File: src/rtl/gated_logic_pkg.sv
// Shared op encoding for the gated bitwise-logic pipeline.
// Combinational definitions only: no latency, no flow control.
package gated_logic_pkg;

  localparam int OP_W = 3;

  typedef enum logic [OP_W-1:0] {
    OP_AND    = 3'b000,
    OP_OR     = 3'b001,
    OP_XOR    = 3'b010,
    OP_NOR    = 3'b011,
    OP_ANDN   = 3'b100,
    OP_PASS_A = 3'b101,
    OP_PASS_B = 3'b110,
    OP_CLR    = 3'b111
  } op_e;

endpackage

File: src/rtl/gated_logic_pipe_if.sv
// Operand-in / result-out stream bundle; master drives operands and out_ready.
// Pure wiring: no latency; valid/ready on both sides.
interface gated_logic_pipe_if #(
  parameter int WIDTH  = 32,
  parameter int LANE_W = 8
);
  import gated_logic_pkg::*;

  localparam int NL = WIDTH / LANE_W;

  logic             in_valid;
  logic             in_ready;
  logic [WIDTH-1:0] a;
  logic [WIDTH-1:0] b;
  logic [OP_W-1:0]  op;
  logic [NL-1:0]    gate;
  logic             out_valid;
  logic             out_ready;
  logic [WIDTH-1:0] y;
  logic             zero;

  modport master (
    output in_valid, a, b, op, gate, out_ready,
    input  in_ready, out_valid, y, zero
  );

  modport slave (
    input  in_valid, a, b, op, gate, out_ready,
    output in_ready, out_valid, y, zero
  );

endinterface

File: src/rtl/gated_logic_core.sv
// Bitwise op mux, per-lane enable gating and zero detect.
// Purely combinational: zero latency, no backpressure of its own.
module gated_logic_core
  import gated_logic_pkg::*;
#(
  parameter int WIDTH  = 32,
  parameter int LANE_W = 8
) (
  input  logic [WIDTH-1:0]        a,
  input  logic [WIDTH-1:0]        b,
  input  logic [OP_W-1:0]         op,
  input  logic [WIDTH/LANE_W-1:0] gate,
  output logic [WIDTH-1:0]        y,
  output logic                    zero
);

  localparam int NL = WIDTH / LANE_W;

  if (WIDTH % LANE_W != 0) begin : g_bad_width
    $error("WIDTH must be a multiple of LANE_W");
  end

  logic [WIDTH-1:0] raw;

  always_comb begin
    raw = '0;
    case (op)
      OP_AND:    raw = a & b;
      OP_OR:     raw = a | b;
      OP_XOR:    raw = a ^ b;
      OP_NOR:    raw = ~(a | b);
      OP_ANDN:   raw = a & ~b;
      OP_PASS_A: raw = a;
      OP_PASS_B: raw = b;
      default:   raw = '0;
    endcase
  end

  // Each gate bit masks one LANE_W-wide slice of the raw result.
  always_comb begin
    y = '0;
    for (int i = 0; i < NL; i++) begin
      y[i*LANE_W +: LANE_W] = raw[i*LANE_W +: LANE_W] & {LANE_W{gate[i]}};
    end
  end

  assign zero = (y == '0);

endmodule

File: src/rtl/gated_logic_pipe.sv
// Two-stage valid/ready pipeline around gated_logic_core; 2-cycle latency, 1 beat/cycle.
// Ready chain is combinational back to in_ready, so a full pipe stalls without bubbles.
module gated_logic_pipe
  import gated_logic_pkg::*;
#(
  parameter int WIDTH  = 32,
  parameter int LANE_W = 8,
  parameter int CNT_W  = 16
) (
  input  logic               clk,
  input  logic               rst_n,
  gated_logic_pipe_if.slave  bus,
  output logic [CNT_W-1:0]   xfer_cnt
);

  localparam int NL = WIDTH / LANE_W;

  typedef struct packed {
    logic [WIDTH-1:0] a;
    logic [WIDTH-1:0] b;
    logic [OP_W-1:0]  op;
    logic [NL-1:0]    gate;
  } s1_t;

  s1_t              s1_d;
  s1_t              s1_q;
  logic             s1_valid;
  logic             s2_valid;
  logic             s1_ready;
  logic             s2_ready;
  logic             accept;
  logic             s1_adv;
  logic             emit;
  logic [WIDTH-1:0] core_y;
  logic             core_zero;
  logic [WIDTH-1:0] y_q;
  logic             zero_q;

  assign s2_ready = !s2_valid || bus.out_ready;
  assign s1_ready = !s1_valid || s2_ready;
  assign accept   = bus.in_valid && s1_ready;
  assign s1_adv   = s1_valid && s2_ready;
  assign emit     = s2_valid && bus.out_ready;

  assign s1_d = '{a: bus.a, b: bus.b, op: bus.op, gate: bus.gate};

  always_ff @(posedge clk or negedge rst_n) begin
    if (!rst_n) begin
      s1_valid <= 1'b0;
      s1_q     <= '0;
    end else if (accept) begin
      s1_valid <= 1'b1;
      s1_q     <= s1_d;
    end else if (s1_adv) begin
      s1_valid <= 1'b0;
    end
  end

  gated_logic_core #(
    .WIDTH  (WIDTH),
    .LANE_W (LANE_W)
  ) u_core (
    .a    (s1_q.a),
    .b    (s1_q.b),
    .op   (s1_q.op),
    .gate (s1_q.gate),
    .y    (core_y),
    .zero (core_zero)
  );

  // Result is only reloaded on advance, so it holds while downstream stalls.
  always_ff @(posedge clk or negedge rst_n) begin
    if (!rst_n) begin
      s2_valid <= 1'b0;
      y_q      <= '0;
      zero_q   <= 1'b1;
    end else if (s1_adv) begin
      s2_valid <= 1'b1;
      y_q      <= core_y;
      zero_q   <= core_zero;
    end else if (emit) begin
      s2_valid <= 1'b0;
    end
  end

  always_ff @(posedge clk or negedge rst_n) begin
    if (!rst_n) begin
      xfer_cnt <= '0;
    end else if (emit) begin
      xfer_cnt <= xfer_cnt + 1'b1;
    end
  end

  assign bus.in_ready  = s1_ready;
  assign bus.out_valid = s2_valid;
  assign bus.y         = y_q;
  assign bus.zero      = zero_q;

endmodule

File: src/flat_wrapper.sv
// flat-port wrapper written by rule: the top's interface ports become plain ports
module gated_logic_pipe_flat import gated_logic_pkg::*;
#(
  parameter int WIDTH  = 32,
  parameter int LANE_W = 8,
  parameter int CNT_W  = 16
)
  (clk, rst_n, xfer_cnt, bus_in_valid, bus_a, bus_b, bus_op, bus_gate, bus_out_ready, bus_in_ready, bus_out_valid, bus_y, bus_zero);
  gated_logic_pipe_if #(.WIDTH(WIDTH), .LANE_W(LANE_W)) bus_i ();
  input  logic clk;
  input  logic rst_n;
  output logic [CNT_W-1:0] xfer_cnt;
  input wire logic [$bits(bus_i.in_valid)-1:0] bus_in_valid;
  input wire logic [$bits(bus_i.a)-1:0] bus_a;
  input wire logic [$bits(bus_i.b)-1:0] bus_b;
  input wire logic [$bits(bus_i.op)-1:0] bus_op;
  input wire logic [$bits(bus_i.gate)-1:0] bus_gate;
  input wire logic [$bits(bus_i.out_ready)-1:0] bus_out_ready;
  output wire logic [$bits(bus_i.in_ready)-1:0] bus_in_ready;
  output wire logic [$bits(bus_i.out_valid)-1:0] bus_out_valid;
  output wire logic [$bits(bus_i.y)-1:0] bus_y;
  output wire logic [$bits(bus_i.zero)-1:0] bus_zero;
  assign bus_i.in_valid = bus_in_valid;
  assign bus_i.a = bus_a;
  assign bus_i.b = bus_b;
  assign bus_i.op = bus_op;
  assign bus_i.gate = bus_gate;
  assign bus_i.out_ready = bus_out_ready;
  assign bus_in_ready = bus_i.in_ready;
  assign bus_out_valid = bus_i.out_valid;
  assign bus_y = bus_i.y;
  assign bus_zero = bus_i.zero;
  gated_logic_pipe #(.WIDTH(WIDTH), .LANE_W(LANE_W), .CNT_W(CNT_W)) u_core (.clk(clk), .rst_n(rst_n), .bus(bus_i), .xfer_cnt(xfer_cnt));
endmodule
File: config.mk
export PLATFORM = sky130hd
export DESIGN_NAME = gated_logic_pipe_flat
export DESIGN_NICKNAME = d
export VERILOG_FILES = /design/src/rtl/gated_logic_pkg.sv /design/src/rtl/gated_logic_pipe_if.sv /design/src/rtl/gated_logic_core.sv /design/src/rtl/gated_logic_pipe.sv /design/src/flat_wrapper.sv
export SDC_FILE = /design/constraint.sdc
export NUM_CORES = 1
export LEC_CHECK = 0
export ABC_AREA = 1
export BUFFER_PORTS_ARGS = -buffer_cell sky130_fd_sc_hd__buf_4
export CORE_MARGIN = 3
export CORE_UTILIZATION = 35
export CTS_BUF_LIST = sky130_fd_sc_hd__clkbuf_4
export DETAILED_ROUTE_END_ITERATION = 12
export PLACE_DENSITY_LB_ADDON = 0.3
export SYNTH_ARGS = -nofsm -noshare
export SYNTH_HDL_FRONTEND = slang
export SYNTH_HIERARCHICAL = 1
export SYNTH_SLANG_ARGS = --single-unit
File: constraint.sdc
create_clock -name clk -period 2.5 [get_ports clk]
set_input_delay 0.5 -clock clk [delete_from_list [all_inputs] [get_ports clk]]
set_output_delay 0.5 -clock clk [all_outputs]
set_load 0.005 [all_outputs]
# Yosys cells after proc, flatten, opt, wreduce, memory -nomap -nowiden
# Index checks and enable logic that the tools add are counted.
[op_classes]
addsub = 1
n_mux = 5
n_bitwise = 10
reduce_logical = 11
eq_ne = 6
[op_table]
columns = ["operator", "count"]
rows = [
  ["32-bit one-hot mux with 7 select lines", 1],
  ["32-bit bitwise AND", 2],
  ["32-bit inverter", 2],
  ["8-bit bitwise AND", 4],
  ["32-bit zero test", 1],
  ["32-bit bitwise OR", 1],
  ["32-bit bitwise XOR", 1],
  ["16-bit by 1-bit adder with 16-bit output (second input constant)", 1],
  ["3-bit equality test (second input constant)", 3],
  ["3-bit by 2-bit equality test with 1-bit output (second input constant)", 2],
  ["1-bit 2-to-1 mux", 4],
  ["2-bit nonzero test", 2],
  ["3-bit by 1-bit equality test with 1-bit output (second input constant)", 1],
  ["1-bit logical AND", 3],
  ["3-bit zero test", 1],
  ["1-bit zero test", 2],
  ["1-bit logical OR", 2],
]
[totals]
in_bits = 75
reg_bits = 122
wordCells = 42
out_inout_bits = 51

# Depth between registers and ports, before layout
# Gate-level depths: netlist of run 1.
[depth]
word_depth = 5
depth_mapped = 15

# Hierarchy
# The synthesis of run 1 kept the hierarchy.
[by_module_without_submodules]
columns = ["mod", "seq_area_each_um2", "cells_each", "area_per_inst_um2", "n_inst"]
rows = [
  ["gated_logic_pipe", 3054.2, 495, 4944.7, 1],
  ["gated_logic_core", 0.0, 613, 2935.3, 1],
]

# Least setup slack after synthesis of run 1
# No wires, ideal clock.
[synth_path]
path_type = "register -> register"
from = "register u_core/s1_q[5] (netlist name)"
to = "register u_core.zero_q (netlist: u_core/bus.zero)"
t_arrival_ns = 1.757
stages_incl_launch_ff = 14
period_less_slack_ns = 1.839
slack_ns = 0.661
path_buffers = 2
path_cell_list = "dfrtp_1 > buf_2 > nor3_1 > buf_2 > nand2_1 > nand2_1 > inv_1 > nand3_1 > o21ai_0 > nand2_1 > nor2_1 > nand2_1 > nor2_1 > mux2_2"
[synth_via]
elab_chain_len = 4
elab_cells_between_ends = 13
classes_between = "6 x eq/ne; 1 x mux; 4 x bitwise; 2 x reduce/logical"
[synth_lines]
columns = ["element", "line_no", "source"]
rows = [
  ["start: declaration", "gated_logic_pipe.sv:26", "s1_t s1_q;"],
  ["start signal: assignment", "gated_logic_pipe.sv:50", "s1_q <= '0;"],
  ["start signal: assignment", "gated_logic_pipe.sv:53", "s1_q <= s1_d;"],
  ["3-bit equality test (tied with other cells)", "gated_logic_core.sv:27", "case (op)"],
  ["32-bit one-hot mux with 7 select lines (*)", "gated_logic_core.sv:27", ""],
  ["8-bit bitwise AND", "gated_logic_core.sv:43", "y[i*LANE_W +: LANE_W] = raw[i*LANE_W +: LANE_W] & {LANE_W{gate[i]}};"],
  ["32-bit zero test (*)", "gated_logic_core.sv:47", "assign zero = (y == '0);"],
  ["net u_core.core_zero", "gated_logic_pipe.sv:35", "logic core_zero;"],
  ["end signal: assignment", "gated_logic_pipe.sv:80", "zero_q <= core_zero;"],
  ["end: declaration", "gated_logic_pipe.sv:37", "logic zero_q;"],
]
# The timed path passes the listed nets; every way through them passes the cells marked *.
# A chain may end at the register's enable or synchronous reset.

# Final worst setup path of run 1
# Same ends and word-level chain as after synthesis.

==> results of run 1 <==
[synthesized netlist by cell type, types with 6 or more instances]
master	count	area [sq um]
nor2_1	55	206.5
nand4_1	36	225.2
mux2_2	31	349.1
clkbuf_1	8	30.03
inv_1	107	401.6
a21oi_1	45	225.2
o21ai_1	7	35.03
a31oi_1	6	37.54
nand2_1	414	1554
o21ai_0	32	160.2
ha_1	33	412.9
dfrtp_1	121	3028
buf_2	38	190.2
buf_1	9	33.78
nand3b_1	13	97.59
xor2_1	7	61.31
nand3_1	123	615.6
[power by group]
group | switching (mW) | internal (mW)
combinational | 1.39 | 1.04
clock | 0.809 | 0.707
sequential | 0.337 | 2.33
[path summary, 6_finish.rpt]
| path | from | end | cells past startpoint |
|---|---|---|---|
| min reg2reg | u_core/s1_q[55]$_DFFE_PN0P_ | u_core/s1_q[55]$_DFFE_PN0P_ | 2 |
| min in group asynchronous | rst_n | u_core/s1_q[15]$_DFFE_PN0P_ | 2 |
| max | u_core/s1_q[5]$_DFFE_PN0P_ | u_core/bus.zero$_DFFE_PN1P_ | 14 |
| max reg2reg | u_core/s1_q[5]$_DFFE_PN0P_ | u_core/bus.zero$_DFFE_PN1P_ | 14 |
| min | bus_b[0] | u_core/s1_q[7]$_DFFE_PN0P_ | 3 |
| max in group asynchronous | rst_n | u_core/bus.y[8]$_DFFE_PN0P_ | 3 |
[metrics by stage]
step	total power [mW]	util (%)	area [sq um]
final	6.612	43.03	9448
after global routing	7.125	43.03	9448
after CTS	6.668	43.01	9444
after detailed placement	5.122	41.56	9125
after global placement	5.070	41.56	9125
after floorplan	4.148	-	7880
[cell families (layout without fill, tap and decap cells)]
family	after synthesis	count (layout)	synth area share, %
simple gates	650	650	35.14
buf+inv	170	292	9.130
flops	122	122	38.76
compound gates	90	90	5.811
fa+ha+maj	33	33	5.240
mux	33	33	4.811
xor+xnor	10	10	1.112
other cells	0	1	0
[routing by layer]
layer  GRT usage (%)  routed length (um)  vias up
met5               0                   0        -
met4           4.458                 273        0
met2           25.24                9012      282
li1                -                   -     3798
met1           29.84               11690     3456
met3           5.243                1908       23
[flip-flops by register name, summed over array words and instances, names as in the netlist]
signal	count
u_core/s1_valid	1
u_core/bus.y	32
u_core/xfer_cnt	16
u_core/bus.out_valid	1
u_core/bus.zero	1
u_core/s1_q	71
[worst reg2reg max path: stages, from the launching register on]
cell and delay (ns):
dfrtp_2 0.48, buf_4 0.22, inv_1 0.10, nor2_1 0.04, buf_4 0.22, nand3_1 0.11, nand2_1 0.05, nor2_1 0.14
nand2_1 0.08, o21ai_0 0.18, nand2_1 0.08, nor2_1 0.16, nand2_1 0.11, nor2_1 0.11, mux2_2 0.14
[timing repair]
| action | CTS | global route |
|---|---|---|
| endpoints found under the setup margin | 0 | 1 |
| gates resized for setup | 0 | 1 |
| endpoints found under the hold margin | 31 | 0 |
| buffers inserted | 0 | 0 |
| hold buffers | 1 | 0 |
[area by class of cell]
| type | instances | area (sq um) | share of cell area [%] |
|---|---|---|---|
| antenna | 1 | 2.502 | 0.02649 |
| clock buffer | 18 | 135.1 | 1.430 |
| clock inverter | 14 | 173.9 | 1.841 |
| inverter | 110 | 412.9 | 4.370 |
| multi-input combinational | 816 | 4114 | 43.54 |
| sequential | 122 | 3055 | 32.34 |
| tap | 280 | 350.3 | 3.708 |
| timing repair buffer | 150 | 1204 | 12.74 |
==> impl_metrics.toml, run 1 <==
[routing]
post_drt_wl_per_cell_um = 15.15
ant_nets = 0
drtPass1Iterations = 5
num_vias = 7559
routed_wl_mm = 22.89
via_per_inst = 5.003
drtIter0Drc = 680
drc_errors = 0

[yosys]
yosys_warnings = 6
syn-cell-area_sq_um = 7880
synth_flop_cell = "dfrtp_1"
async_reset_ff_share_pct = 100.0
synth.distinct_cells = 28
syn_inst = 1108
synth_fp_nets = 1216
synth-edff-count = 0
ys_seq_area_share_pct = 38.76
avgSynthCellArea_sq_um = 7.112
ys_ff_latch = 122

[clock_network]
htreeDepth = 4
cts.sinks = 122
root_buffer = "clkbuf_4"
clkLatencyLatePin_ns = 0.56
cts_tree = "built"
numCtsBuffers = 17
clk_transition_reported_paths_ns = 0.13
clockBufferDepth = 2

[place]
gp_congestion = 0.8767
pre_cts_ws_ns = 0.2767
dpl.cell_count = 1477
portBuffers = 125
place_hpwl_mm = 16.73

[sta]
fin_hold_ws_ns = 0.1573
grt_setup_unrepaired = "false"
finClkSkew_ns = 0.02080
worst_pin_slew_ns = 0.6721
fin_setup_tns_ns = 0
min_period_ns = 2.274
layout_setup_ws_ns = 0.2265
period_share_pct = 90.94
finalMaxSlewViolations = 0
max-slew-margin-rel_pct = 55.03
setup_viol = 0
clock.fmax_mhz = 439.8
finalHoldViolCount = 0

[cells_and_area]
drive_gt1_share_pct = 18.37
syn2layout_area_growth_pct = 19.90
final_cell_mix = "nand2_1 (413), buf_4 (143), nand3_1 (122), dfrtp_1 (120), inv_1 (107)"
layout.cells.most_common = "nand2_1"
nets = 1325
n_fill_cell = 2267
stdcell_count = 1511

[critical_path]
worst_ep_arrival_time_ns = 2.77
crit_chain = "buf_4 > inv_1 > nor2_1 > buf_4 > nand3_1 > nand2_1 > nor2_1 > nand2_1 > o21ai_0 > nand2_1 > nor2_1 > nand2_1 > nor2_1 > mux2_2"
required_ns = 3.00
ff2ff_setup_slack_ns = 0.23
slowest_stage = "dfrtp_2"
critPathKind = "flip-flop to flip-flop"
cp-start-kind = "flip-flop"
crit_family = "simple AND/OR/NAND/NOR gates"
crit_buf_inv = 3
max_stage_delay_ns = 0.48
worst-path-max-fanout = 23
end_kind = "flip-flop"

[floorplan]
start_util_pct = 35.89
die_h_um = 156.1
die_w_um = 156.1
dieArea_sq_um = 24350
core-area_sq_um = 21960
io_pins = 126
num_rows = 54

[status]
status = "completed"

[power_and_ir_drop]
power_density_nw_per_um2 = 699.9
leakage_nw = 5.290
irDropWorstVdd_uv = 297.7

[global_route]
grt_max_degree = 73
grt_pass1_vias = 6823
antenna_found_initial = 1
grt.total_usage_pct = 18.92
grt_overflow = 0
grt_pass1_wl_mm = 36.65

[worst_hold_path]
min_path_type = "input pin to flip-flop"

[job]
max_cap_violations = 0
Power figures use the tool's default switching activity.
==> inputs of run 2 (changes only) <==
- BUFFER_PORTS_ARGS: -buffer_cell sky130_fd_sc_hd__buf_4 -> -buffer_cell sky130_fd_sc_hd__buf_2
- CORE_UTILIZATION: 35 -> 59
==> run 2 against run 1 <==
  * Worst hold slack got worse by 0.019 ns
  * First-iteration DRC count fell by 5.3%
  * Total power rose by 0.87%
  * Clock-buffer cell count did not move
  * Die area fell by 39%
  * Sequential cell count did not move
  * Sequential share of layout area rose by 1.4 points
  * Critical path type unchanged
  * Largest cell class unchanged
==> impl_metrics.toml, run 2 (synthesis results as in run 1) <==
[routing]
drtIter0Drc = 644
topRoutingLayerUsed = "met5"
route.met3.wl_mm = 2.252
drtPass1Iterations = 5
routed_wl_mm = 21.34
post_drt_wl_per_cell_um = 15.20
via_per_inst = 5.545
drc_errors = 0
num_vias = 7785
dr_wl_met2_mm = 8.875
ant_nets = 0
wl_met1_mm = 9.938

[place]
portBuffers = 125
gp_congestion = 0.9499
place_hpwl_mm = 15.49
dpl.cell_count = 1371

[clock_network]
root_buffer = "clkbuf_4"
cts_resized = 0
clockBufferDepth = 2
clk_transition_reported_paths_ns = 0.13
clkLatencyLatePin_ns = 0.59
numCtsBuffers = 17
cts_setup_buffers = 0
cts_tree = "built"
htreeDepth = 4
cts.sinks = 122

[critical_path]
critPathKind = "flip-flop to flip-flop"
end_kind = "flip-flop"
required_ns = 3.04
max_stage_delay_ns = 0.38
slowest_stage = "dfrtp_1"
crit_chain = "buf_4 > nor2_1 > buf_4 > nand3_1 > nand2_1 > nand2_1 > nand3_1 > o21ai_0 > nand2_1 > nor2_1 > nand2_1 > nor2_1 > mux2_2"
worst-path-max-fanout = 32
reg2reg_depth = 13
cp-start-kind = "flip-flop"
worst_ep_arrival_time_ns = 2.74
worst_path_most_repeated_cell = "nand2_1"

[sta]
grt_setup_unrepaired = "false"
setup_viol = 0
period_share_pct = 88.07
finalHoldViolCount = 0
finalMaxSlewViolations = 0
min_period_ns = 2.202
fin_setup_tns_ns = 0
finClkSkew_ns = 0.02597
clock.fmax_mhz = 454.2
worst_pin_slew_ns = 0.7029
max-slew-margin-rel_pct = 53.14

[worst_hold_path]
hold_depth = 3
min_path_type = "input pin to flip-flop"

[global_route]
grt_pass1_wl_mm = 34.39
grt_max_degree = 76
grt.total_usage_pct = 29.68
grt_pass1_vias = 6977
grt_overflow = 0
antenna_found_initial = 1

[cells_and_area]
drive_gt1_share_pct = 18.43
multi_input_area_sq_um = 4114
largest_reg_flops = 71
regMostFlops = "u_core/s1_q"
regArea_sq_um = 3054
nets = 1327
stdcell_count = 1404
n_fill_cell = 1103
layout.cells.most_common = "nand2_1"
antenna_cells = 0
syn2layout_area_growth_pct = 14.78
final_cell_mix = "nand2_1 (413), buf_2 (124), nand3_1 (122), dfrtp_1 (121), inv_1 (107)"

[status]
status = "completed"

[floorplan]
die_h_um = 121.6
num_rows = 41
start_util_pct = 61.44
core-area_sq_um = 12820
die_w_um = 121.6
dieArea_sq_um = 14780
io_pins = 126

[power_and_ir_drop]
irDropWorstVdd_uv = 624.4
leakage_nw = 5.243
power.total_mw = 6.669
power_density_nw_per_um2 = 737.4

[job]
max_cap_violations = 0
[run 2: cell count changes in the layout (fill, tap and decap cells not counted), sizes merged]
cell      delta
buf          +2
inv          +3
bufinv       +2
diode        -1
clkinv       -4
clkinvlp     -1
[run 2: per-layer routing]
layer	vias up	track usage [%]
met5	-	0
met4	2	7.773
met3	27	7.057
met2	368	42.31
met1	3584	45.46
li1	3804	-
[run 2: area by class of cell]
type | count | area share (%)
inverter | 110 | 4.565
clock inverter | 14 | 2.407
clock buffer | 18 | 1.494
timing repair buffer | 152 | 9.905
multi-input combinational | 816 | 45.48
sequential | 122 | 33.77
tap | 172 | 2.379
[run 2: timing repair]
action,in CTS,in global routing
endpoints found under the setup margin,0,0
hold endpoints to repair,21,0
hold buffers,1,0
[run 2: worst paths after layout]
kind	from	end	slack, ns
max	u_core/s1_q[4]$_DFFE_PN0P_	u_core/bus.zero$_DFFE_PN1P_	0.30
min	bus_b[1]	u_core/s1_q[8]$_DFFE_PN0P_	0.14
max reg2reg	u_core/s1_q[4]$_DFFE_PN0P_	u_core/bus.zero$_DFFE_PN1P_	0.30
min reg2reg	u_core/s1_q[45]$_DFFE_PN0P_	u_core/s1_q[45]$_DFFE_PN0P_	0.49
max in group asynchronous	rst_n	u_core/bus.zero$_DFFE_PN1P_	1.50
min in group asynchronous	rst_n	u_core/bus.y[27]$_DFFE_PN0P_	0.36
[run 2: critical path, delay by kind of cell (launching register included)]
family	cells	cell delay, ns
AOI/OAI and AO/OA	1	0.16
muxes	1	0.16
DFF	1	0.38
buffers and inverters	2	0.59
and+or+nand+nor	9	0.85
[run 2: per-stage QoR]
step	hold slack [ns]	cell area (sq um)	utilization (%)	setup slack, ns
after floorplan	0.2044	7880	-	0.6608
after global placement	0.4274	8682	67.70	0.4610
after detailed placement	0.4279	8682	67.70	0.3892
after CTS	0.1038	9045	70.53	0.2702
after global routing	0.1271	9045	70.53	0.1255
final	0.1378	9045	70.53	0.2983
[run 2: power by group]
group	switching [mW]	leakage, nW	internal, mW	total, mW
combinational	1.39	3.54	0.907	2.29
clock	0.814	0.181	0.913	1.73
sequential	0.321	1.52	2.33	2.65
